### src/rtl/chan_fifo_reader_mf.sv
// rtl/chan_fifo_reader_mf.sv - per-channel TX packet reader: header/timestamp parse, time and RSSI gating,
// QI16/QI8 sample streaming on tx_strobe with burst underrun tracking.
module chan_fifo_reader_mf #(
    parameter int SAMPLE_W = 16,
    parameter int TS_W     = 32,
    parameter int UCNT_W   = 16
) (
    input  logic                tx_clock,
    input  logic                reset_n,
    input  logic                tx_strobe,
    input  logic [TS_W-1:0]     timestamp_clock,
    input  logic [3:0]          samples_format,
    input  logic [31:0]         fifodata,
    input  logic                pkt_waiting,
    output logic                rdreq,
    output logic                skip,
    output logic [SAMPLE_W-1:0] tx_i,
    output logic [SAMPLE_W-1:0] tx_q,
    output logic                tx_empty,
    output logic                underrun,
    output logic [UCNT_W-1:0]   underrun_count,
    input  logic [31:0]         rssi,
    input  logic [31:0]         threshold,
    input  logic [15:0]         rssi_timeout,
    output logic                burst
);

    typedef enum logic [2:0] {
        IDLE       = 3'd0,
        HEADER     = 3'd1,
        TIMESTAMP  = 3'd2,
        RSSI_WAIT  = 3'd3,
        WAIT       = 3'd4,
        WAITSTROBE = 3'd5,
        SEND       = 3'd6
    } state_t;

    state_t          state;
    logic            trash;
    logic            gate;
    logic            fmt8;
    logic            half;
    logic [6:0]      payload_len;
    logic [6:0]      read_len;
    logic [TS_W-1:0] ts_reg;
    logic [15:0]     rssi_cnt;

    logic            hdr_start;
    logic            hdr_end;
    logic [TS_W-1:0] ts_diff;
    logic [15:0]     src_i;
    logic [15:0]     src_q;

    assign hdr_start = fifodata[28];
    assign hdr_end   = fifodata[27];
    assign ts_diff   = ts_reg - timestamp_clock;

    // Sources are built 16 bits wide, MSB-aligned, then truncated to SAMPLE_W.
    always_comb begin
        src_i = fifodata[15:0];
        src_q = fifodata[31:16];
        if (fmt8) begin
            if (!half) begin
                src_i = {fifodata[7:0], 8'h00};
                src_q = {fifodata[15:8], 8'h00};
            end else begin
                src_i = {fifodata[23:16], 8'h00};
                src_q = {fifodata[31:24], 8'h00};
            end
        end
    end

    always_ff @(posedge tx_clock or negedge reset_n) begin
        if (!reset_n) begin
            state          <= IDLE;
            rdreq          <= 1'b0;
            skip           <= 1'b0;
            tx_i           <= '0;
            tx_q           <= '0;
            tx_empty       <= 1'b1;
            underrun       <= 1'b0;
            underrun_count <= '0;
            burst          <= 1'b0;
            trash          <= 1'b0;
            gate           <= 1'b0;
            fmt8           <= 1'b0;
            half           <= 1'b0;
            payload_len    <= '0;
            read_len       <= '0;
            ts_reg         <= '0;
            rssi_cnt       <= '0;
        end else begin
            skip <= 1'b0;
            if (tx_strobe && state != SEND) begin
                tx_empty <= 1'b1;
            end

            case (state)
                IDLE: begin
                    tx_i <= '0;
                    tx_q <= '0;
                    if (pkt_waiting) begin
                        rdreq    <= 1'b1;
                        underrun <= 1'b0;
                        state    <= HEADER;
                    end else if (burst) begin
                        underrun <= 1'b1;
                        if (!underrun && !(&underrun_count)) begin
                            underrun_count <= underrun_count + UCNT_W'(1);
                        end
                    end
                end

                HEADER: begin
                    if (hdr_start) begin
                        burst <= !hdr_end;
                    end else if (hdr_end) begin
                        burst <= 1'b0;
                    end
                    // A late start packet poisons the rest of its burst until the next start.
                    if (trash && !hdr_start) begin
                        skip  <= 1'b1;
                        rdreq <= 1'b0;
                        state <= IDLE;
                    end else begin
                        payload_len <= fifodata[8:2];
                        read_len    <= '0;
                        if (hdr_start) begin
                            trash <= 1'b0;
                        end
                        gate  <= fifodata[26] & hdr_start;
                        fmt8  <= (samples_format == 4'd1);
                        half  <= 1'b0;
                        state <= TIMESTAMP;
                    end
                end

                TIMESTAMP: begin
                    ts_reg   <= fifodata[TS_W-1:0];
                    rdreq    <= 1'b0;
                    rssi_cnt <= '0;
                    state    <= gate ? RSSI_WAIT : WAIT;
                end

                RSSI_WAIT: begin
                    if (rssi <= threshold) begin
                        state <= WAIT;
                    end else if (rssi_timeout != 16'd0 && rssi_cnt + 16'd1 == rssi_timeout) begin
                        trash <= 1'b1;
                        skip  <= 1'b1;
                        state <= IDLE;
                    end else begin
                        rssi_cnt <= rssi_cnt + 16'd1;
                    end
                end

                WAIT: begin
                    if ((&ts_reg) || ts_diff == '0) begin
                        state <= WAITSTROBE;
                    end else if (ts_diff[TS_W-1]) begin
                        trash <= 1'b1;
                        skip  <= 1'b1;
                        state <= IDLE;
                    end
                end

                WAITSTROBE: begin
                    rdreq <= 1'b0;
                    if (read_len == payload_len) begin
                        skip  <= 1'b1;
                        state <= IDLE;
                    end else if (tx_strobe) begin
                        state <= SEND;
                    end
                end

                SEND: begin
                    tx_i     <= src_i[15 -: SAMPLE_W];
                    tx_q     <= src_q[15 -: SAMPLE_W];
                    tx_empty <= 1'b0;
                    if (fmt8 && !half) begin
                        half <= 1'b1;
                    end else begin
                        half     <= 1'b0;
                        rdreq    <= 1'b1;
                        read_len <= read_len + 7'd1;
                    end
                    state <= WAITSTROBE;
                end

                default: begin
                    rdreq <= 1'b0;
                    state <= IDLE;
                end
            endcase
        end
    end

endmodule

### config.mk
export PLATFORM = sky130hd
export DESIGN_NAME = chan_fifo_reader_mf
export DESIGN_NICKNAME = d
export VERILOG_FILES = /design/src/rtl/chan_fifo_reader_mf.sv
export SDC_FILE = /design/constraint.sdc
export NUM_CORES = 1
export LEC_CHECK = 0
export ABC_AREA = 1
export BUFFER_PORTS_ARGS = -buffer_cell sky130_fd_sc_hd__buf_2
export CAP_MARGIN = 20
export CORE_MARGIN = 4
export CORE_UTILIZATION = 43
export CTS_CLUSTER_SIZE = 14
export DETAILED_ROUTE_END_ITERATION = 8
export PLACE_DENSITY = 0.71
export SETUP_SLACK_MARGIN = 0.3
export SYNTH_ARGS = -nofsm -noshare
export SYNTH_HDL_FRONTEND = slang
export SYNTH_SLANG_ARGS = --single-unit
### constraint.sdc
create_clock -name tx_clock -period 6.9 [get_ports tx_clock]
set_clock_uncertainty 0.15 [all_clocks]
set_input_delay 0.345 -clock tx_clock [delete_from_list [all_inputs] [get_ports tx_clock]]
set_output_delay 0.345 -clock tx_clock [all_outputs]
set_load 0.05 [all_outputs]
# After elaboration in Yosys (flattened, before gate mapping)
# Cells that the tools add are included.
# word_totals
register_bits	122
in_bits	152
out_inout_bits	53
wordCells	132
# classes
n_addsub	4
magnitude_cmp	1
n_eq_ne	23
muxes	49
bitwise	4
reduce_logical	34
# ops
op	n
$mux W16	6
$pmux W16 S2	3
$add A16 B1 Y16 const B	2
$le A32 B32 Y1	1
$logic_not A32 Y1	1
$reduce_and A32 Y1	1
$sub A32 B32 Y32	1
$mux W3	8
$mux W1	23
$pmux W3 S7	1
$ne A2 B2 Y1 const B	10
$eq A16 B16 Y1	1
$reduce_and A16 Y1	1
$reduce_bool A16 Y1	1
$mux W7	2
$pmux W7 S2	1
$ne A3 B3 Y1 const B	4
$reduce_and A4 Y1	3
$reduce_bool A2 Y1	6
$eq A3 B3 Y1 const B	3
$pmux W1 S4	2
$reduce_and A2 Y1	4
$add A7 B1 Y7 const B	1
$eq A7 B7 Y1	1
other kinds (16)	28

# Logic depth before layout (Yosys ltp)
# logic_depth
depth_word	6
mapped_depth	22
mapped_depth_nobuf	22

# Least setup slack after synthesis
# Ideal clock, no wire load.
# synth_timing
kind	flip-flop to flip-flop
start	reg rssi_cnt[0]
end	reg rssi_cnt[6]
setup_time_ps	121
arrival_time_ps	2107
t_required_ps	6629
setup_slack_ps	4521
stages_incl_launch_ff	18
path_buffers	1
synth_period_minus_slack_ps	2379
cell_sequence	dfrtp_1 -> ha_1 -> nand2_2 -> nor2_4 -> nand2_2 -> nor2_1 -> nand2_1 -> nand3_1 -> nand3_1 -> nor2_1 -> nand2_1 -> nor2_2 -> nand4_4 -> nand2_4 -> nand2_4 -> buf_6 -> nand4_1 -> o21ai_1
# synth_via
elab_chain_len	5
elab_cells_between_ends	8
cone_classes	add/sub (1); eq/ne (2); mux (3); reduce/logical (2)
# synth_lines
item	line_no	rtl
start: declaration	46	logic [15:0] rssi_cnt;
start signal: assignment	153	rssi_cnt <= rssi_cnt + 16'd1;
$add A16 B1 Y16 *	148, 153	
$eq A16 B16 Y1	148	end else if (rssi_timeout != 16'd0 && rssi_cnt + 16'd1 == rssi_timeout) begin
$logic_and A1 B1 Y1	148	
$ne A2 B2 Y1 (no source line)	--	
$reduce_and A3 Y1 (no source line)	--	
# Mark *: on every way between the ends. The rest lies on a longest branch, timed or not. The select of a mux whose other input is x is not followed.
# A chain may end at the register's enable or synchronous reset.

# Final worst setup path
# layout_timing
start	reg ts_reg[1]
end	reg state[0]
# layout_via
elab_chain_len	5
elab_cells_between_ends	8
cone_classes	add/sub (1); eq/ne (1); mux (2); reduce/logical (4)
# layout_lines
item	line_no	rtl
start: declaration	45	logic [TS_W-1:0] ts_reg;
start signal: assignment	139	ts_reg <= fifodata[TS_W-1:0];
$sub A32 B32 Y32	56	assign ts_diff = ts_reg - timestamp_clock;
$logic_not A32 Y1	158	if ((&ts_reg) || ts_diff == '0) begin
$logic_or A1 B1 Y1	158	
$mux W3 or $ne A3 B3 Y1 (tied branches)	--	
$pmux W3 S7 or $reduce_and A4 Y1 (tied branches)	--	
end signal: assignment	142	state <= gate ? RSSI_WAIT : WAIT;
end: declaration	38	state_t state;
# Parallel ways exist; a longest one is shown, timed or not.

==> impl_metrics.json <==
{
  "status": "complete, no violations",
  "syn_to_final_growth_pct": 20.3,
  "period_needed_ns": 2.98,
  "drt_iter0_drc": 717,
  "synth_edf_count": 0,
  "cts_max_path_buffers": 2,
  "crit_path_end_kind": "flop",
  "r2r_cells": 20,
  "clockPowerShare_pct": 21.7,
  "drv_slew": 0,
  "start_util_pct": 43.9,
  "fmax_mhz": 336,
  "rrSetupSlack_ns": 3.92,
  "drcViolationCount": 0,
  "num_vias": 9871,
  "grt_pass1_wl_um": 47400,
  "tightest_slew_ns": 1.02,
  "antenna_found_initial": 2,
  "insertion_delay_ns": 0.42,
  "most-common-layout-cells": "nand2_1, inv_1, buf_2",
  "combPwrFrac_pct": 51.1,
  "avgSynthCellArea_um2": 6.55,
  "ys_types": 52,
  "place_congestion": 0.969,
  "min_period_over_period_pct": 43.2,
  "first_global_vias": 9445,
  "reg2reg_from": "ts_reg[1]",
  "die_w_um": 158,
  "hold_depth": 3,
  "setup_viol": 0,
  "fill_cells": 2222,
  "mostFrequentLayoutCell": "nand2_1",
  "p_leak_nw": 6.75,
  "clock-sinks": 122,
  "chipHeight_um": 158,
  "fin_tns_setup_ns": 0,
  "wirelength_um": 29500,
  "min_path_type": "in -> reg",
  "cpMostUsedCell": "nand2_1",
  "grt_max_degree": 73,
  "power_switching_mw": 2.01,
  "final_cells": 1978,
  "netlist_area_um2": 9650,
  "hold_start": "tx_strobe",
  "cp.required_ns": 7.11,
  "relSlewSlack_pct": 31.3,
  "grt_overflow": 0,
  "synthFlopType": "dfrtp_1",
  "synth_seq_area_share_pct": 31.7,
  "critPathKind": "reg -> reg",
  "grt_usage_pct": 24.0,
  "wire_per_inst_um": 14.9,
  "num_io_pins": 205,
  "seqPwrFrac_pct": 27.1,
  "clkTransAtPathRegs_ns": 0.06,
  "cts_resized": 0,
  "port_buffers": 204,
  "cts_tree": "done",
  "largest_reg_flops": 32,
  "coreArea_um2": 22000,
  "rsz0062_at_grt": "false",
  "crit_fanout": 4,
  "cts_inserted_buffers": 17,
  "min_to": "tx_empty",
  "synthesis.nets": 1690,
  "htree_levels": 4,
  "swShare_pct": 48.3,
  "fp.dieArea_um2": 24900,
  "yosysWarnings": 0,
  "drt-pass1-iter-count": 8,
  "core.rowCount": 54,
  "drive_gt1_share_pct": 17.3,
  "utilization_pct": 52.9,
  "p_per_area_nw_per_um2": 358,
  "ys_seq_elements": 122,
  "slowest_delay_ns": 0.41,
  "crit_chain": "ha_1, nand2_1, nand2_1, nand2_1, nand2_1, nand2_1, nand2_1, nand2_1, nand3_1, nand2_1, nand2_1, nor2_1, nand3_1, nor2_1, nand2_1, nand2_1, nand2_1, nand3_1, nand2_1, nand2_1",
  "cts_root_buf": "clkbuf_16",
  "placedCellCount": 1941,
  "worst_r2r_endpoint": "state[0]",
  "via_per_inst": 4.99,
  "cp.arrival_ns": 3.19,
  "internal_power_mw": 2.15,
  "dp_hpwl_um": 24100,
  "hold_viol": 0,
  "async_reset_ff_share_pct": 100,
  "maxCapViolCount": 0,
  "ir_drop_uv": 219,
  "cp-start-kind": "flop",
  "antenna_left": 0,
  "layout.nets": 1901,
  "worst_path_max_delay_cell": "dfrtp_1",
  "netlist_instances": 1472
}
[worst max-delay path: cells and delay by family (launching register included)]
family        cells  cell delay [ns]
fa+ha+maj         1             0.33
flops             1             0.41
simple gates     19             2.02
[per-stage QoR]
step	instance area, um^2	worst slack [ns]	hold slack (ns)	power, mW
floorplan	9650	4.52	-0.101	2.65
global placement	11000	3.87	0.259	3.20
detailed placement	11000	3.85	0.280	3.23
CTS	11600	3.93	0.0311	4.15
global route	11600	3.54	0.0559	4.52
finish	11600	3.92	0.0407	4.16
[cells by family (layout without fill, tap and decap cells)]
logic type               count (synthesis)  in the layout  share of synthesized area [%]
flip-flops                             122            122                           31.7
buffers and inverters                  318            542                           12.5
other                                    0              2                              0
XOR/XNOR                                29             29                           2.71
adder cells (fa/ha/maj)                 66             66                           8.56
AND/OR/NAND/NOR                        757            757                           33.6
AO/OA/AOI/OAI                          180            180                           10.9
[worst max-delay path by stage]
stage | slack, ns | end | cells after the start | start
floorplan | 4.52 | rssi_cnt[6] | 17 | rssi_cnt[0]
global placement | 3.87 | rssi_cnt[15] | 18 | threshold[31]
detailed placement | 3.85 | rssi_cnt[15] | 18 | threshold[31]
CTS | 3.93 | state[0] | 20 | ts_reg[8]
global route | 3.54 | trash | 19 | ts_reg[3]
finish | 3.92 | state[0] | 20 | ts_reg[1]
[power groups by stage]
| stage | clock network [mW] | registers, mW | logic, mW |
|---|---|---|---|
| after floorplan | 0 | 1.26 | 1.39 |
| after global placement | 0 | 1.13 | 2.07 |
| after detailed placement | 0 | 1.13 | 2.10 |
| after CTS | 0.915 | 1.12 | 2.11 |
| after global routing | 0.947 | 1.15 | 2.42 |
| final | 0.905 | 1.13 | 2.13 |
[cells in the mapped netlist, types with 13 or more instances]
cell	instances	area [um^2]
ha_1	66	826
xor2_1	15	131
nor3_1	14	70.1
o21ai_0	83	415
nand2_1	494	1850
nand3_1	64	320
nor2_1	105	394
xnor2_1	13	114
a21oi_1	52	260
dfrtp_1	121	3030
inv_1	290	1090
nand4_1	32	200
[final cells by class]
type	count	area, um^2	area share (%)
multi-input cells	1032	5390	46.4
clock inverters	12	139	1.20
inverters	301	1130	9.73
diodes	2	5.00	0.0431
flip-flops and latches	122	3050	26.3
repair buffers	209	1080	9.29
well taps	280	350	3.02
clock buffers	20	467	4.02
[layer usage]
metal / track usage [%] / wire (um) / up-vias
met5: 0 / 0 / -
met4: 8.19 / 756 / 0
met3: 3.47 / 1870 / 54
met2: 39.9 / 13900 / 311
met1: 32.1 / 12900 / 4479
li1: - / - / 5027
[what timing repair did]
item,in CTS,in global routing
hold buffers,2,0
endpoints found under the hold margin,50,0
setup buffers,0,0
Note: power is estimated with default switching activity, not from simulation.
